$ cat src/rtl/fetch_queue.sv
`default_nettype none
// ============================================================================
//  Module   : fetch_queue
//  Purpose  : Instruction-fetch front end. Owns the fetch PC, drives a
//             synchronous-read instruction ROM, buffers responses in a
//             shift-register prefetch FIFO and hands the head instruction to
//             decode over a valid/ready handshake. Redirects flush the queue.
//  Options  : FETCH_DELAY_SLOT_EN - keep one sequential instruction (the MIPS
//             branch-delay slot) across a redirect.
//  Revision : 1.0 - initial release
// ============================================================================
module fetch_queue #(
   parameter int                ADDR_W   = 32,
   parameter logic [ADDR_W-1:0] RESET_PC = 'h0040_0000,
   parameter int                DEPTH    = 4
) (
   input  logic                    clock,
   input  logic                    reset,
   output logic [ADDR_W-1:0]       imem_addr_out,
   output logic                    imem_req_out,
   input  logic [31:0]             imem_data_in,
   input  logic                    redirect_in,
   input  logic [ADDR_W-1:0]       redirect_pc_in,
   output logic [31:0]             inst_out,
   output logic [ADDR_W-1:0]       inst_pc_out,
   output logic [ADDR_W-1:0]       inst_pcn_out,
   output logic                    inst_valid_out,
   input  logic                    inst_ready_in,
   output logic [$clog2(DEPTH):0]  count_out
);

   localparam int              CNT_W   = $clog2(DEPTH) + 1;
   localparam logic [CNT_W:0]  DEPTH_C = (CNT_W + 1)'(DEPTH);

   // Entry 0 is always the head, so the outputs are plain register reads.
   logic [31:0]       inst_q [DEPTH];
   logic [ADDR_W-1:0] pc_q   [DEPTH];
   logic [CNT_W-1:0]  count;
   logic [ADDR_W-1:0] fpc;
   logic [ADDR_W-1:0] req_pc;    // address of the request now in flight
   logic              inflight;

   logic              pop;
   logic              issue;
   logic              flush;     // redirect that actually acts on the queue
   logic [CNT_W:0]    occupancy;
   logic [CNT_W-1:0]  wr_idx;
   logic [ADDR_W-1:0] target;

`ifdef FETCH_DELAY_SLOT_EN
   logic              pend;
   logic [ADDR_W-1:0] pend_pc;
   // While the slot fetch is still owed, a new redirect only retargets it.
   assign flush = redirect_in && !pend;
`else
   assign flush = redirect_in;
`endif

   assign target    = redirect_pc_in & ~ADDR_W'(3);
   assign pop       = (count != '0) && inst_ready_in;
   assign occupancy = {1'b0, count} + {{CNT_W{1'b0}}, inflight};
   assign issue     = !reset && !flush && (occupancy < DEPTH_C);
   assign wr_idx    = count - CNT_W'(pop);

   assign imem_req_out   = issue;
   assign imem_addr_out  = fpc;
   assign inst_out       = inst_q[0];
   assign inst_pc_out    = pc_q[0];
   assign inst_pcn_out   = pc_q[0] + ADDR_W'(4);
   assign inst_valid_out = (count != '0);
   assign count_out      = count;

   // Fetch PC, in-flight tracking and FIFO update (reset > redirect > push/pop).
   always_ff @(posedge clock) begin
      if (reset) begin
         for (int i = 0; i < DEPTH; i++) begin
            inst_q[i] <= '0;
            pc_q[i]   <= '0;
         end
         count    <= '0;
         inflight <= 1'b0;
         fpc      <= RESET_PC;
         req_pc   <= RESET_PC;
`ifdef FETCH_DELAY_SLOT_EN
         pend     <= 1'b0;
         pend_pc  <= '0;
`endif
      end else if (flush) begin
         // No request goes out in a redirect cycle, so nothing stays in flight.
         inflight <= 1'b0;
`ifdef FETCH_DELAY_SLOT_EN
         if (count >= CNT_W'(2)) begin
            // Entry 1 follows the branch (popped or at the head): it is the slot.
            inst_q[0] <= inst_q[1];
            pc_q[0]   <= pc_q[1];
            count     <= CNT_W'(1);
            fpc       <= target;
         end else if (inflight) begin
            // The arriving response is the instruction after the branch.
            inst_q[0] <= imem_data_in;
            pc_q[0]   <= req_pc;
            count     <= CNT_W'(1);
            fpc       <= target;
         end else begin
            // Slot not fetched yet: fetch it from fpc first, then go to target.
            count   <= '0;
            pend    <= 1'b1;
            pend_pc <= target;
         end
`else
         count <= '0;
         fpc   <= target;
`endif
      end else begin
         if (pop) begin
            for (int i = 0; i < DEPTH - 1; i++) begin
               inst_q[i] <= inst_q[i+1];
               pc_q[i]   <= pc_q[i+1];
            end
         end
         if (inflight) begin
            for (int i = 0; i < DEPTH; i++) begin
               if (wr_idx == CNT_W'(i)) begin
                  inst_q[i] <= imem_data_in;
                  pc_q[i]   <= req_pc;
               end
            end
         end
         count    <= count + CNT_W'(inflight) - CNT_W'(pop);
         inflight <= issue;
         if (issue) begin
            req_pc <= fpc;
`ifdef FETCH_DELAY_SLOT_EN
            if (pend) begin
               fpc  <= redirect_in ? target : pend_pc;
               pend <= 1'b0;
            end else begin
               fpc <= fpc + ADDR_W'(4);
            end
`else
            fpc <= fpc + ADDR_W'(4);
`endif
         end
`ifdef FETCH_DELAY_SLOT_EN
         else if (redirect_in) begin
            pend_pc <= target;
         end
`endif
      end
   end

endmodule
`default_nettype wire
$ cat config.mk
export PLATFORM = sky130hd
export DESIGN_NAME = fetch_queue
export DESIGN_NICKNAME = d
export VERILOG_FILES = /design/src/rtl/fetch_queue.sv
export SDC_FILE = /design/constraint.sdc
export NUM_CORES = 1
export LEC_CHECK = 0
export ABC_AREA = 1
export CAP_MARGIN = 15
export CORE_ASPECT_RATIO = 0.75
export CORE_UTILIZATION = 45
export DETAILED_ROUTE_END_ITERATION = 8
export MAX_ROUTING_LAYER = met4
export PLACE_DENSITY = 0.7
export SLEW_MARGIN = 20
export SYNTH_ARGS = -nofsm -noshare
export SYNTH_HDL_FRONTEND = slang
export SYNTH_SLANG_ARGS = --single-unit
$ cat constraint.sdc
create_clock -name clock -period 6.9 [get_ports clock]
set_input_delay 1.035 -clock clock [delete_from_list [all_inputs] [get_ports clock]]
set_output_delay 1.035 -clock clock [all_outputs]
set_load 0.01 [all_outputs]
* Yosys cells after proc, flatten, opt, wreduce, memory -nomap -nowiden
Memories as Yosys holds them, arrays and structs flattened.
Index checks and enable logic that the tools add are counted.
** Word-level totals
- Word-level logic and storage cells :: 84
- Bits of input ports :: 68
- RAM bits :: 256
- Output and inout bits :: 133
- Flip-flop bits (word level) :: 68
- Memories :: 2
** Cells by class
- Multiplexer cells :: 42
- Order comparisons :: 1
- Reduce and logical (&&, ||, !) cells :: 10
- Add/subtract/negate cells :: 6
- Equal/unequal tests :: 3
- Bitwise gates (word level) :: 15
** Memory list
- inst_q :: depth 4, width 32, read ports 4, clocked after Yosys merged registers in 0, wr ports 4, line 36 : logic [31:0] inst_q [DEPTH];
- pc_q :: depth 4, width 32, read ports 4, clocked after Yosys merged registers in 0, wr ports 4, line 37 : logic [ADDR_W-1:0] pc_q [DEPTH];
** Operators by type and width (number)
- $mux 32 :: 16
- $add 32x3->32 const B :: 2
- $mux 1 :: 26
- $or 1x1->1 :: 14
- $eq 3x2->1 const B :: 2
- $sub 3x1->3 :: 2
- $add 3x1->4 :: 1
- $lt 4x3->1 const B :: 1
- $add 3x1->3 :: 1
- $eq 3x1->1 const B :: 1
- $logic_and 1x1->1 :: 3
- $logic_not 3->1 :: 1
- $reduce_bool 3->1 :: 1
- $logic_not 1->1 :: 2
- $reduce_and 2->1 :: 1
- $reduce_bool 2->1 :: 1
- $reduce_or 2->1 :: 1
- $not 1->1 :: 1

* Depth between registers and ports, before layout
- Depth after elaboration :: 10
- Mapped depth :: 14
- Gate-level depth less buffers :: 12

* Least setup slack after synthesis
Ideal clock, no wire load.
- Kind :: input to register
- Start point :: in inst_ready_in
- End point :: mem inst_q[3][0] (enable)
- Path slack :: 0.360 ns
- Required time :: 6.332 ns
- Stages :: 6
- Buffers on the path :: 0
- Setup time :: 0.568 ns
- Arrival :: 5.973 ns
- Path through :: nand3_2 > inv_2 > ha_1 > xnor2_1 > nand3_1 > o21ai_0
** RTL lines
- from (decl) :: line 28 : input logic inst_ready_in,
- to (decl) :: line 36

* Final worst setup path
- Start point :: in reset
- End point :: out imem_req_out
** On the way
- Word-level cells in the longest chain between the ends :: 3
** Ends and longest elaborated chain
- from (decl) :: line 18 : input logic reset,
- $logic_not 1->1 :: line 62 : assign issue = !reset && !flush && (occupancy < DEPTH_C);
- $logic_and 1x1->1 (2 in series) :: line 62
- to (decl) :: line 20 : output logic imem_req_out,
Every way passes these cells.

==> summary.txt <==
Layout
  – Share of cells above drive strength 1: 0.0495
  – Area growth syn-to-layout: 21.4%
  – Fin area: 0.0183 mm^2
  – Final #Nets: 1929
  – Filler cell count: 2915
  – Non-filler instance count after layout: around 2300
  – Fin util: 0.561
  – # diodes: 0

Detailed routing
  – Final wirelength: between 40000 and 50000 um
  – Vias per cell: 5.27
  – Pre-antenna DRT Iters: 5
  – Vias: about 12000
  – DRT antenna net count: 0
  – DRC: 0
  – Avg WL per Cell: 17.4 um
  – DRT iter0 DRCs: 1284

CTS
  – Post-CTS Setup Repair Bufs: 0
  – CTS root buf: clkbuf_16
  – Worst-path clk slew: ~0.060 ns
  – Clk Latency, worst-skew pair: 0.51 ns
  – Cts hold-fix bufs: 0
  – H-tree levels: 2
  – Post-cts sizing count: 0
  – CTS buffer count: 35
  – CTS sink count: 312
  – CTS tree: done
  – Max clock buf depth: 3

Timing
  – Worst Skew: 0.0144 ns
  – Final min period: 4.03 ns
  – Setup violators final: 0
  – Slew Limit Fails: 0
  – Slew HR: 0.382
  – Hold WS: 0.510 ns
  – Final setup margin: 2.87 ns
  – Final Hold Vio Count: 0
  – Sum Neg Setup Slack: 0 ns
  – Slew @ Worst Pin: between 0.9 and 1 ns
  – Final Cycle Share: 0.584
  – RSZ-0062 raised after global routing: false
  – FMAX: approximately 250 MHz

Global routing
  – Grt ovf: 0
  – Total GRT Usage: 0.243
  – Pin count of the biggest net entering global routing: 84
  – Initial antenna violation count: 0
  – Global-route wire length before repair: 63500 um
  – Number of global-route vias before repair: between 10000 and 15000

Yosys
  – Synth area leader: edfxtp_1
  – Share of the synthesized area in the top cell type: 0.494
  – Synth Cell Area: 0.0151 mm^2
  – Async SR Flop Fraction: 0
  – Cell count after synthesis: 1703
  – Post-synth EDFFs: roughly 250
  – FF+latch count, synth: 312
  – Mean post-synth cell area: 8.86 um^2
  – Dominant cells by area after synthesis: edfxtp_1 49%, nand2_1 13%, dfxtp_1 8.5%
  – Netlist cell types: 39
  – Primary FF master, synth: edfxtp_1
  – Yosys warning count: 0
  – Sequential share of the synthesized area: 0.579

Power
  – Leakage power: ~7.3 nW
  – Worst VDD drop: 156 uV
  – PwrDens: ~250 mW/mm^2
  – Power, Total: 4.49 mW

Worst setup path
  – Critical Path End: imem_req_out
  – Reg-to-reg endpoint: pc_q[1][9]
  – Critical Path Stages: 6
  – Worst-case reg-to-reg path depth: 12
  – Startpoint class of the critical path: input pin
  – RR Startpoint: count_out[1]
  – CP Max Fanout: 29
  – CP max stage cell: clkdlybuf4s50_1
  – Critical path, cell by cell: clkdlybuf4s50_1, buf_4, nor2_4, nand3_2, inv_2, clkdlybuf4s50_1
  – Most used cell, CP: clkdlybuf4s50_1
  – Worst Path Class, Setup: in -> out
  – WP data arrival: 3.00 ns
  – Family with the most delay on the worst path: buffers and inverters
  – Worst Path Required: 5.86 ns
  – Crit path largest cell delay: 0.64 ns
  – Bufs and invs on worst path: 4
  – Setup crit end kind: output port
  – R2R Setup Slk: ~3.4 ns
  – Crit path from: reset

Place
  – PortBufs: 192
  – Routability cong.: between 0.9 and 1
  – Place WS: 2.31 ns
  – Placed wire-length estimate: 25600 um
  – Placed insts: 2260
  – Post-DP Area: 0.0172 mm^2

Min path
  – Worst min-delay path category: reg -> reg

Floorplan
  – Core area: 0.0327 mm^2
  – Die Height: around 160 um
  – Die Area: 0.0343 mm^2
  – Initial Util: 0.462
  – Die Width: 213 um
  – Site Rows: 57
  – Boundary pin count: 201

Flow run
  – Maximum capacitance violations: 0

Outcome
  – Outcome: finished clean
-- report_power, final --
group	internal (mW)	switching, mW	total, mW	leakage [nW]
Sequential	2.14	0.0824	2.22	3.10
Combinational	0.175	0.240	0.416	3.62
Clock	1.13	0.728	1.86	0.550
-- how the worst min path moves through the flow --
stage	to	cells after the start	slack, ns	from
2_1_floorplan	req_pc[10]	2	0.47	req_pc[10]
3_3_place_gp	req_pc[4]	2	0.50	req_pc[4]
3_5_place_dp	req_pc[17]	2	0.50	req_pc[17]
4_1_cts	req_pc[17]	2	0.51	req_pc[17]
5_1_grt	req_pc[17]	2	0.54	req_pc[17]
6_report	req_pc[17]	2	0.51	req_pc[17]
-- cells by family (layout without fill, tap and decap cells) --
kind of cell,count (synthesis),after routing,share of synthesized area
other,1,6,0.000249
adder cells (fa/ha/maj),6,6,0.00547
flip-flops,312,312,0.579
buffers and inverters,236,408,0.0748
XOR/XNOR,39,39,0.0226
AO/OA/AOI/OAI,168,168,0.0568
AND/OR/NAND/NOR,941,941,0.261
-- synthesized netlist by cell type (2+ instances only) --
| cell | n |
|---|---|
| a22oi_1 | 3 |
| nand3_1 | 237 |
| buf_1 | 4 |
| clkbuf_1 | 24 |
| nor3_1 | 10 |
| dfxtp_1 | 64 |
| nand3_2 | 2 |
| a21oi_1 | 115 |
| nand2_1 | 518 |
| inv_2 | 9 |
| o21ai_0 | 45 |
| inv_1 | 125 |
| clkinv_1 | 2 |
| nor2_2 | 4 |
| buf_4 | 7 |
| ha_1 | 5 |
| nor2_1 | 152 |
| xnor2_1 | 19 |
| edfxtp_1 | 248 |
| buf_2 | 42 |
| xor2_1 | 20 |
| buf_6 | 21 |
| nand4_1 | 10 |
| nand2_2 | 2 |
-- layout make-up --
class,instances,area (um^2),area share
Sequential cell,312,8730,0.477
Multi-Input combinational cell,1160,5310,0.290
Timing Repair Buffer,209,2060,0.113
Clock buffer,51,1010,0.0551
Tap cell,442,553,0.0302
Inverter,137,519,0.0284
Clock inverter,11,135,0.00738
-- layer usage --
| metal | vias to the layer above | wire, um | GRT usage |
|---|---|---|---|
| li1 | 5933 | - | - |
| met1 | 5707 | 18100 | 0.346 |
| met2 | 534 | 18200 | 0.367 |
| met3 | 67 | 3310 | 0.0329 |
| met4 | 0 | 804 | 0.0627 |
| met5 | - | 0 | - |
-- registers in the layout, indices dropped and copies added, names as in the netlist --
| name | cells |
|---|---|
| inst_q | 128 |
| pc_q | 120 |
| imem_addr_out | 30 |
| req_pc | 30 |
| count_out | 3 |
| inflight | 1 |
-- cell usage in the layout (no fill, tap or decap), drive strengths merged, types with 17 or more instances in the layout --
cell type	instances
nand2	521
edfxtp	248
nand3	240
clkdlybuf4s50	192
nor2	157
inv	134
a21oi	115
dfxtp	64
clkbuf	51
o21ai	46
xor2	20
xnor2	19
buf	17
-- worst min-delay path: stages, from the launching register on --
cell and delay [ns]:
dfxtp_1 0.33, inv_1 0.07, a21oi_1 0.06
Note: power is estimated with default switching activity, not from simulation.
